<file path="src/rtl/cpu_seq.sv">
// cpu_seq: datapath and sequencer for the 4-phase CPU.
//
// The external phase state machine steps through fetch (0001), decode (0010),
// execute (0100) and writeback (1000). This block holds PC, IR, the
// accumulator and the Z/C flags, drives the instruction and data memory
// ports, and raises stop in writeback when the phase machine should idle.
//
// Ports:
//   CLK         in   rising-edge clock
//   RSTN        in   asynchronous active-low reset
//   phase       in   one-hot phase vector (0000 = idle, non-one-hot ignored)
//   imem_addr   out  instruction address, always equal to pc
//   imem_data   in   instruction word (combinational read)
//   dmem_addr   out  data address, IR[DMEM_AW-1:0]
//   dmem_rdata  in   data read value (combinational read)
//   dmem_wdata  out  write data, always equal to acc
//   dmem_we     out  one-cycle write strobe during ST writeback
//   stop        out  halt request, high during HALT writeback
//   pc, acc     out  program counter / accumulator (debug)
//   zf, cf      out  zero flag / carry-borrow flag
//   illegal     out  sticky illegal-opcode flag
//
// Optional feature: define CPU_SEQ_ILLEGAL_TRAP_EN to make opcodes 9..E stop
// the machine and set the sticky illegal flag. Without it those opcodes act
// as NOP and illegal is tied to 0.
//
// Handshake: there is no valid/ready pair; the phase vector is the only
// sequencing input, and each one-hot phase value advances the matching
// pipeline step by exactly one clock edge.

module cpu_seq #(
  parameter logic [7:0] PC_RESET = 8'h00,
  parameter int         DMEM_AW  = 8
) (
  input  logic               CLK,
  input  logic               RSTN,
  input  logic [3:0]         phase,
  output logic [7:0]         imem_addr,
  input  logic [15:0]        imem_data,
  output logic [DMEM_AW-1:0] dmem_addr,
  input  logic [7:0]         dmem_rdata,
  output logic [7:0]         dmem_wdata,
  output logic               dmem_we,
  output logic               stop,
  output logic [7:0]         pc,
  output logic [7:0]         acc,
  output logic               zf,
  output logic               cf,
  output logic               illegal
);

  localparam logic [3:0] PH_FETCH  = 4'b0001;
  localparam logic [3:0] PH_DECODE = 4'b0010;
  localparam logic [3:0] PH_EXEC   = 4'b0100;
  localparam logic [3:0] PH_WB     = 4'b1000;

  localparam logic [3:0] OP_LDI  = 4'h1;
  localparam logic [3:0] OP_ADDI = 4'h2;
  localparam logic [3:0] OP_SUBI = 4'h3;
  localparam logic [3:0] OP_LD   = 4'h4;
  localparam logic [3:0] OP_ST   = 4'h5;
  localparam logic [3:0] OP_JMP  = 4'h6;
  localparam logic [3:0] OP_JZ   = 4'h7;
  localparam logic [3:0] OP_JC   = 4'h8;
  localparam logic [3:0] OP_HALT = 4'hF;

  logic [7:0]  r_pc;
  logic [15:0] r_ir;
  logic [7:0]  r_acc;
  logic        r_zf;
  logic        r_cf;
  logic [7:0]  r_result;  // ALU output captured at execute
  logic        r_carry;   // pending carry, committed only by ADDI/SUBI

  logic [3:0]  w_opc;
  logic [7:0]  w_imm;
  logic [8:0]  w_sum9;
  logic [8:0]  w_diff9;
  logic [7:0]  w_alu_res;
  logic        w_alu_carry;
  logic        w_wb;
  logic        w_halt_req;
  logic        w_unused;

  assign w_opc = r_ir[15:12];
  assign w_imm = r_ir[7:0];
  // IR[11:8] carries no meaning in this instruction set.
  assign w_unused = ^r_ir[11:8];

  // Only an exact one-hot writeback value counts; any other vector is idle.
  assign w_wb = (phase == PH_WB);

  // 9-bit arithmetic: bit 8 is carry for ADDI and borrow for SUBI.
  assign w_sum9  = {1'b0, r_acc} + {1'b0, w_imm};
  assign w_diff9 = {1'b0, r_acc} - {1'b0, w_imm};

  always_comb begin
    w_alu_res   = r_acc;
    w_alu_carry = 1'b0;
    case (w_opc)
      OP_LDI:  w_alu_res = w_imm;
      OP_ADDI: begin
        w_alu_res   = w_sum9[7:0];
        w_alu_carry = w_sum9[8];
      end
      OP_SUBI: begin
        w_alu_res   = w_diff9[7:0];
        w_alu_carry = w_diff9[8];
      end
      OP_LD:   w_alu_res = dmem_rdata;
      default: ;
    endcase
  end

`ifdef CPU_SEQ_ILLEGAL_TRAP_EN
  logic r_illegal;
  logic w_illegal_opc;
  assign w_illegal_opc = (w_opc >= 4'h9) && (w_opc <= 4'hE);
  assign w_halt_req    = (w_opc == OP_HALT) || w_illegal_opc;
  assign illegal       = r_illegal;

  always_ff @(posedge CLK or negedge RSTN) begin
    if (!RSTN) begin
      r_illegal <= 1'b0;
    end else if (w_wb && w_illegal_opc) begin
      r_illegal <= 1'b1;
    end
  end
`else
  assign w_halt_req = (w_opc == OP_HALT);
  assign illegal    = 1'b0;
`endif

  always_ff @(posedge CLK or negedge RSTN) begin
    if (!RSTN) begin
      r_pc     <= PC_RESET;
      r_ir     <= 16'h0000;
      r_acc    <= 8'h00;
      r_zf     <= 1'b0;
      r_cf     <= 1'b0;
      r_result <= 8'h00;
      r_carry  <= 1'b0;
    end else begin
      case (phase)
        PH_FETCH:  r_ir <= imem_data;
        PH_DECODE: r_pc <= r_pc + 8'd1;
        PH_EXEC: begin
          r_result <= w_alu_res;
          r_carry  <= w_alu_carry;
        end
        PH_WB: begin
          // Branches test r_zf/r_cf before this edge commits anything new.
          case (w_opc)
            OP_LDI, OP_LD: begin
              r_acc <= r_result;
              r_zf  <= (r_result == 8'h00);
            end
            OP_ADDI, OP_SUBI: begin
              r_acc <= r_result;
              r_zf  <= (r_result == 8'h00);
              r_cf  <= r_carry;
            end
            OP_JMP: r_pc <= w_imm;
            OP_JZ:  if (r_zf) r_pc <= w_imm;
            OP_JC:  if (r_cf) r_pc <= w_imm;
            default: ;
          endcase
        end
        default: ;
      endcase
    end
  end

  assign imem_addr  = r_pc;
  assign dmem_addr  = r_ir[DMEM_AW-1:0];
  assign dmem_wdata = r_acc;
  assign dmem_we    = w_wb && (w_opc == OP_ST);
  assign stop       = w_wb && w_halt_req;
  assign pc         = r_pc;
  assign acc        = r_acc;
  assign zf         = r_zf;
  assign cf         = r_cf;

endmodule

</file>
<file path="config.mk">
export PLATFORM = sky130hd
export DESIGN_NAME = cpu_seq
export DESIGN_NICKNAME = d
export VERILOG_FILES = /design/src/rtl/cpu_seq.sv
export SDC_FILE = /design/constraint.sdc
export NUM_CORES = 1
export LEC_CHECK = 0
export ABC_CLOCK_PERIOD_IN_PS = 2000
export CORE_MARGIN = 10
export CORE_UTILIZATION = 45
export DETAILED_ROUTE_END_ITERATION = 10
export GPL_TIMING_DRIVEN = 0
export PLACE_DENSITY = 0.79
export SETUP_SLACK_MARGIN = 0.02
export SLEW_MARGIN = 15
export SYNTH_ARGS = -nofsm -noshare
export SYNTH_HDL_FRONTEND = slang
export SYNTH_SLANG_ARGS = --single-unit
</file>
<file path="constraint.sdc">
create_clock -name CLK -period 2 [get_ports CLK]
set_input_delay 0.3 -clock CLK [delete_from_list [all_inputs] [get_ports CLK]]
set_output_delay 0.3 -clock CLK [all_outputs]
set_load 0.01 [all_outputs]
</file>
==> Word-level counts from Yosys, hierarchy flattened <==
Cells that the tools add are included.
{ "word_totals": {"output_inout_bits": 45, "input_bits": 30, "wordCells": 41, "register_bits": 43} }
{ "op_classes": {"add_sub_neg": 3, "reduce_logical": 9, "eq_ne": 16, "n_mux": 6} }
{ "op_table": {"columns": ["cell", "count"], "rows": [
  ["$pmux 8 s4", 1],
  ["$pmux 8 s3", 1],
  ["$eq 4x3->1 const B", 5],
  ["$mux 8", 2],
  ["$pmux 8 s2", 1],
  ["$eq 4x2->1 const B", 3],
  ["$eq 4x4->1 const B", 3],
  ["$add 8x8->9", 1],
  ["$sub 8x8->9", 1],
  ["$add 8x1->8 const B", 1],
  ["$eq 4x1->1 const B", 2],
  ["$logic_not 8->1", 1],
  ["$ne 3x3->1 const B", 2],
  ["$ne 4x1->1 const B", 1],
  ["$reduce_and 2->1", 2],
  ["$reduce_and 4->1", 1],
  ["$reduce_or 4->1", 1],
  ["$logic_and 1x1->1", 2],
  ["$pmux 1 s2", 1],
  ["$reduce_bool 2->1", 1],
  ["$reduce_or 2->1", 1]
]} }

==> Logic depth before layout (Yosys ltp) <==
{ "depth": {"ltp_word": 3, "mapped_depth": 10} }

==> Least setup slack after synthesis <==
No wires, ideal clock.
{ "synth_timing": {"path_type": "register to register", "from": "register r_acc[0] (netlist: acc[0])", "to": "register r_result[6]", "arrival_ps": 1931, "path_stages_with_launch": 11, "setup_time_ps": 116, "path_slack_ps": -47, "cell_sequence": "dfrtp_1 > inv_1 > ha_1 > inv_1 > fa_1 > a21oi_1 > nor2_1 > nor3_1 > mux2i_1 > xnor2_1 > o311ai_0"} }
{ "synth_between": {"elab_chain_len": 2, "word_cells_on_any_way": 3, "cone_classes": "add/sub: 2; mux: 1"} }
{ "synth_lines": {"columns": ["item", "line_no", "rtl"], "rows": [
  ["start, declared", "69", "logic [7:0] r_acc;"],
  ["start signal, assigned", "155", "r_acc <= r_result;"],
  ["start signal, assigned", "159", "r_acc <= r_result;"],
  ["$sub 8x8->9 or $add 8x8->9 (tied branches)", "95, 94", null],
  ["$pmux 8 s4 *", "100", "case (w_opc)"],
  ["end signal, assigned", "148", "r_result <= w_alu_res;"],
  ["end, declared", "72", "logic [7:0] r_result;"]
]} }
Every way passes the cells marked *; elsewhere a longest branch is shown, timed or not.
A chain may end at the register's enable or synchronous reset.

==> Final worst setup path <==
{ "layout_timing": {"from": "register r_acc[0] (netlist: acc[0])", "to": "register r_result[4]"} }
The elaborated chain is that of the path after synthesis.

==> impl_metrics.toml <==
[outcome]
status = "complete, but fails checks"
violations = "setup timing"

[timing]
tightest_slew_ps = 597
rsz0062_at_grt = "true"
setup_violations = 4
fin_tns_setup_ps = -244
finalHoldViolations = 0
finalCriticalPeriod_ps = 2080
max-slew-margin-rel_pct = 60.0
finClkSkew_ps = 9.22
fin_crit_sh_pct = 104
drv_slew = 0
setup_ws_ps = -81.8
fmax_ghz = 0.480

[detailed_routing]
drt-initial-drc-count = 329
route.detailed.drc = 0
postRouteWirelength_microns = 10200
avgViaCountPerCell = 5.75
antenna_left = 0
first_pass_iters = 4
wl_per_cell_microns = 19.2
vias = 3049

[synth]
ys_ff_latch = 39
synth_cells = 338
ys.flop_type = "dfrtp_1"
ys_types = 54
synthesis.area_sq_um = 2910
yosysSeqAreaShare_pct = 33.5
yosysWarnings = 0
syn_avg_cell_area_sq_um = 8.61
async_reset_ff_share_pct = 100
synth-edff-count = 0
synth.net_count = 388

[clock_network]
clk_pin_slew_worst_paths_ps = 80
clk_path_buf_depth = 2
cts_buffers = 5
cts_tree = "yes"
cts_num_sinks = 39
h-tree-depth = 2
clockRootBuffer = "clkbuf_8"
clk_latency_ps = 310

[worst_setup_path]
cp.required_ps = 2200
reg2reg_depth = 11
r2r_setup_slack_ps = -80
cpLargestDelayFamily = "compound AO/OA/AOI/OAI gates"
path_buf_inv = 3
startpoint_type = "register"
worstPathArrival_ps = 2280
slowest_stage = "dfrtp_1"
path_cells = "inv_2, ha_4, inv_2, fa_2, a21oi_2, buf_4, nor2b_1, o21ai_1, o31ai_2, xnor2_1, o21ai_1"
endpoint_kind = "register"
rr_endpoint = "r_result[4]"
slowest_delay_ps = 400
cp_max_fo = 3
crit_type = "register to register"
r2r-start = "acc[0]"

[final_layout]
final_cell_mix = "buf_4 (63), clkdlybuf4s50_1 (62), nand2_1 (42), dfrtp_1 (31), a21oi_1 (28)"
final_common_cell = "buf_4"
area_growth_pct = 51.5
finalInstanceArea_sq_um = 4410
fillCellCount = 475
drive_gt1_share_pct = 33.3
antenna_cells = 0
final_util_pct = 69.8
final_nets = 502

[floorplanning]
initial_core_util_pct = 46.1
die_y_microns = 100
rows = 29
coreArea_sq_um = 6310
die_area_sq_um = 10100
num_io_pins = 75
die_w_microns = 100

[power]
vdd_drop_max_mv = 0.723
total_leakage_power_nw = 1.91
power_mw = 5.90
p_per_area_nw_per_um2 = 1340

[place]
place_congestion = 0.968
place_area_sq_um = 3720
dp_hpwl_microns = 6520
dp_slack_ps = -1240
portBuffers = 68

[grt]
antenna_found_initial = 0
grt.total_usage_pct = 18.3
grt_max_degree = 21
grt_pass1_wl_microns = 15000
grt_pass1_vias = 2956
overflow = 0

[min_path]
hold_path.class = "input port to async pin"

[flow_run]
drv_cap = 0
synth_stat cells (3+ instances only):
library cell	instances	area, sq um
a31oi_1	3	18.8
o221ai_1	3	26.3
ha_1	18	225
mux2_1	6	67.6
o22ai_1	9	56.3
inv_1	16	60.1
nand3b_1	3	22.5
nor3_1	5	25.0
xnor2_1	4	35.0
buf_4	25	188
o22a_1	3	26.3
nor2_1	18	67.6
nor4_1	3	18.8
o21ai_1	3	15.0
buf_6	3	33.8
buf_2	6	30.0
o21ai_0	21	105
clkbuf_1	9	33.8
a21oi_1	31	155
mux2i_1	3	30.0
mux2_2	7	78.8
a211o_1	3	26.3
nand3_1	15	75.1
nand2_1	43	161
dfrtp_1	39	976
sequential cells by signal (all words and copies together), names as in the netlist:
name	cells
cf	1
r_result	8
r_ir	12
imem_addr	8
acc	8
zf	1
r_carry	1
kinds of logic (layout without fill, tap and decap cells):
kind of cell             after synthesis  after routing  share of synthesized area, %
adder cells (fa/ha/maj)               20             20                          9.11
AND/OR/NAND/NOR                      104            104                          17.6
buffers and inverters                 61            176                          12.1
AO/OA/AOI/OAI                         93             93                          20.2
other                                  1              1                         0.129
XOR/XNOR                               4              4                          1.20
flip-flops                            39             39                          33.5
multiplexers                          16             16                          6.06
repair_timing:
action | CTS | global route
cloned | 0 | 1
setup endpoints to repair | 23 | 24
endpoints found under the hold margin | 19 | 0
buffers inserted | 18 | 21
pin swaps | 9 | 23
hold buffers | 1 | 0
resized for setup | 50 | 43
per-layer routing:
metal	global-route usage, %	vias up	part of all wire (%)
li1	-	1404	-
met2	30.2	141	48
met1	22.3	1483	40
met4	5.65	0	2.6
met3	5.29	21	9.2
met5	0	-	0
how the worst max path moves through the flow:
| stage | startpoint | endpoint | slack, ps | depth (start not counted) |
|---|---|---|---|---|
| floorplan | r_ir[12] | acc[2] | 20 | 7 |
| global placement | phase[2] | dmem_we | -1190 | 5 |
| detailed placement | phase[2] | dmem_we | -1240 | 5 |
| CTS | acc[0] | r_result[6] | -8 | 10 |
| global route | acc[0] | r_result[4] | -210 | 11 |
| finish | acc[0] | r_result[4] | -80 | 11 |
report_power, final:
part / total, mW / leakage, nW / switching [mW] / internal, mW
Clock: 0.721 / 0.0612 / 0.317 / 0.404
Combinational: 3.73 / 1.38 / 1.73 / 2.00
Sequential: 1.46 / 0.469 / 0.379 / 1.08
Total: 5.90 / 1.91 / 2.42 / 3.48
cell type report:
class	instances	area, sq um	share of cell area, %
Multi-Input combinational cell	238	1830	41.5
Timing Repair Buffer	110	1000	22.7
Sequential cell	39	986	22.4
Buffer	41	313	7.10
Tap cell	77	96.3	2.19
Clock buffer	6	82.6	1.87
Inverter	17	63.8	1.45
Clock inverter	2	35.0	0.795
per-stage QoR:
stage	hold WS, ps	std cells
2_1_floorplan	4.41	338
3_3_place_gp	486	483
3_5_place_dp	297	484
4_1_cts	505	509
5_1_grt	540	530
6_report	492	530
Note: power is estimated with default switching activity, not from simulation.
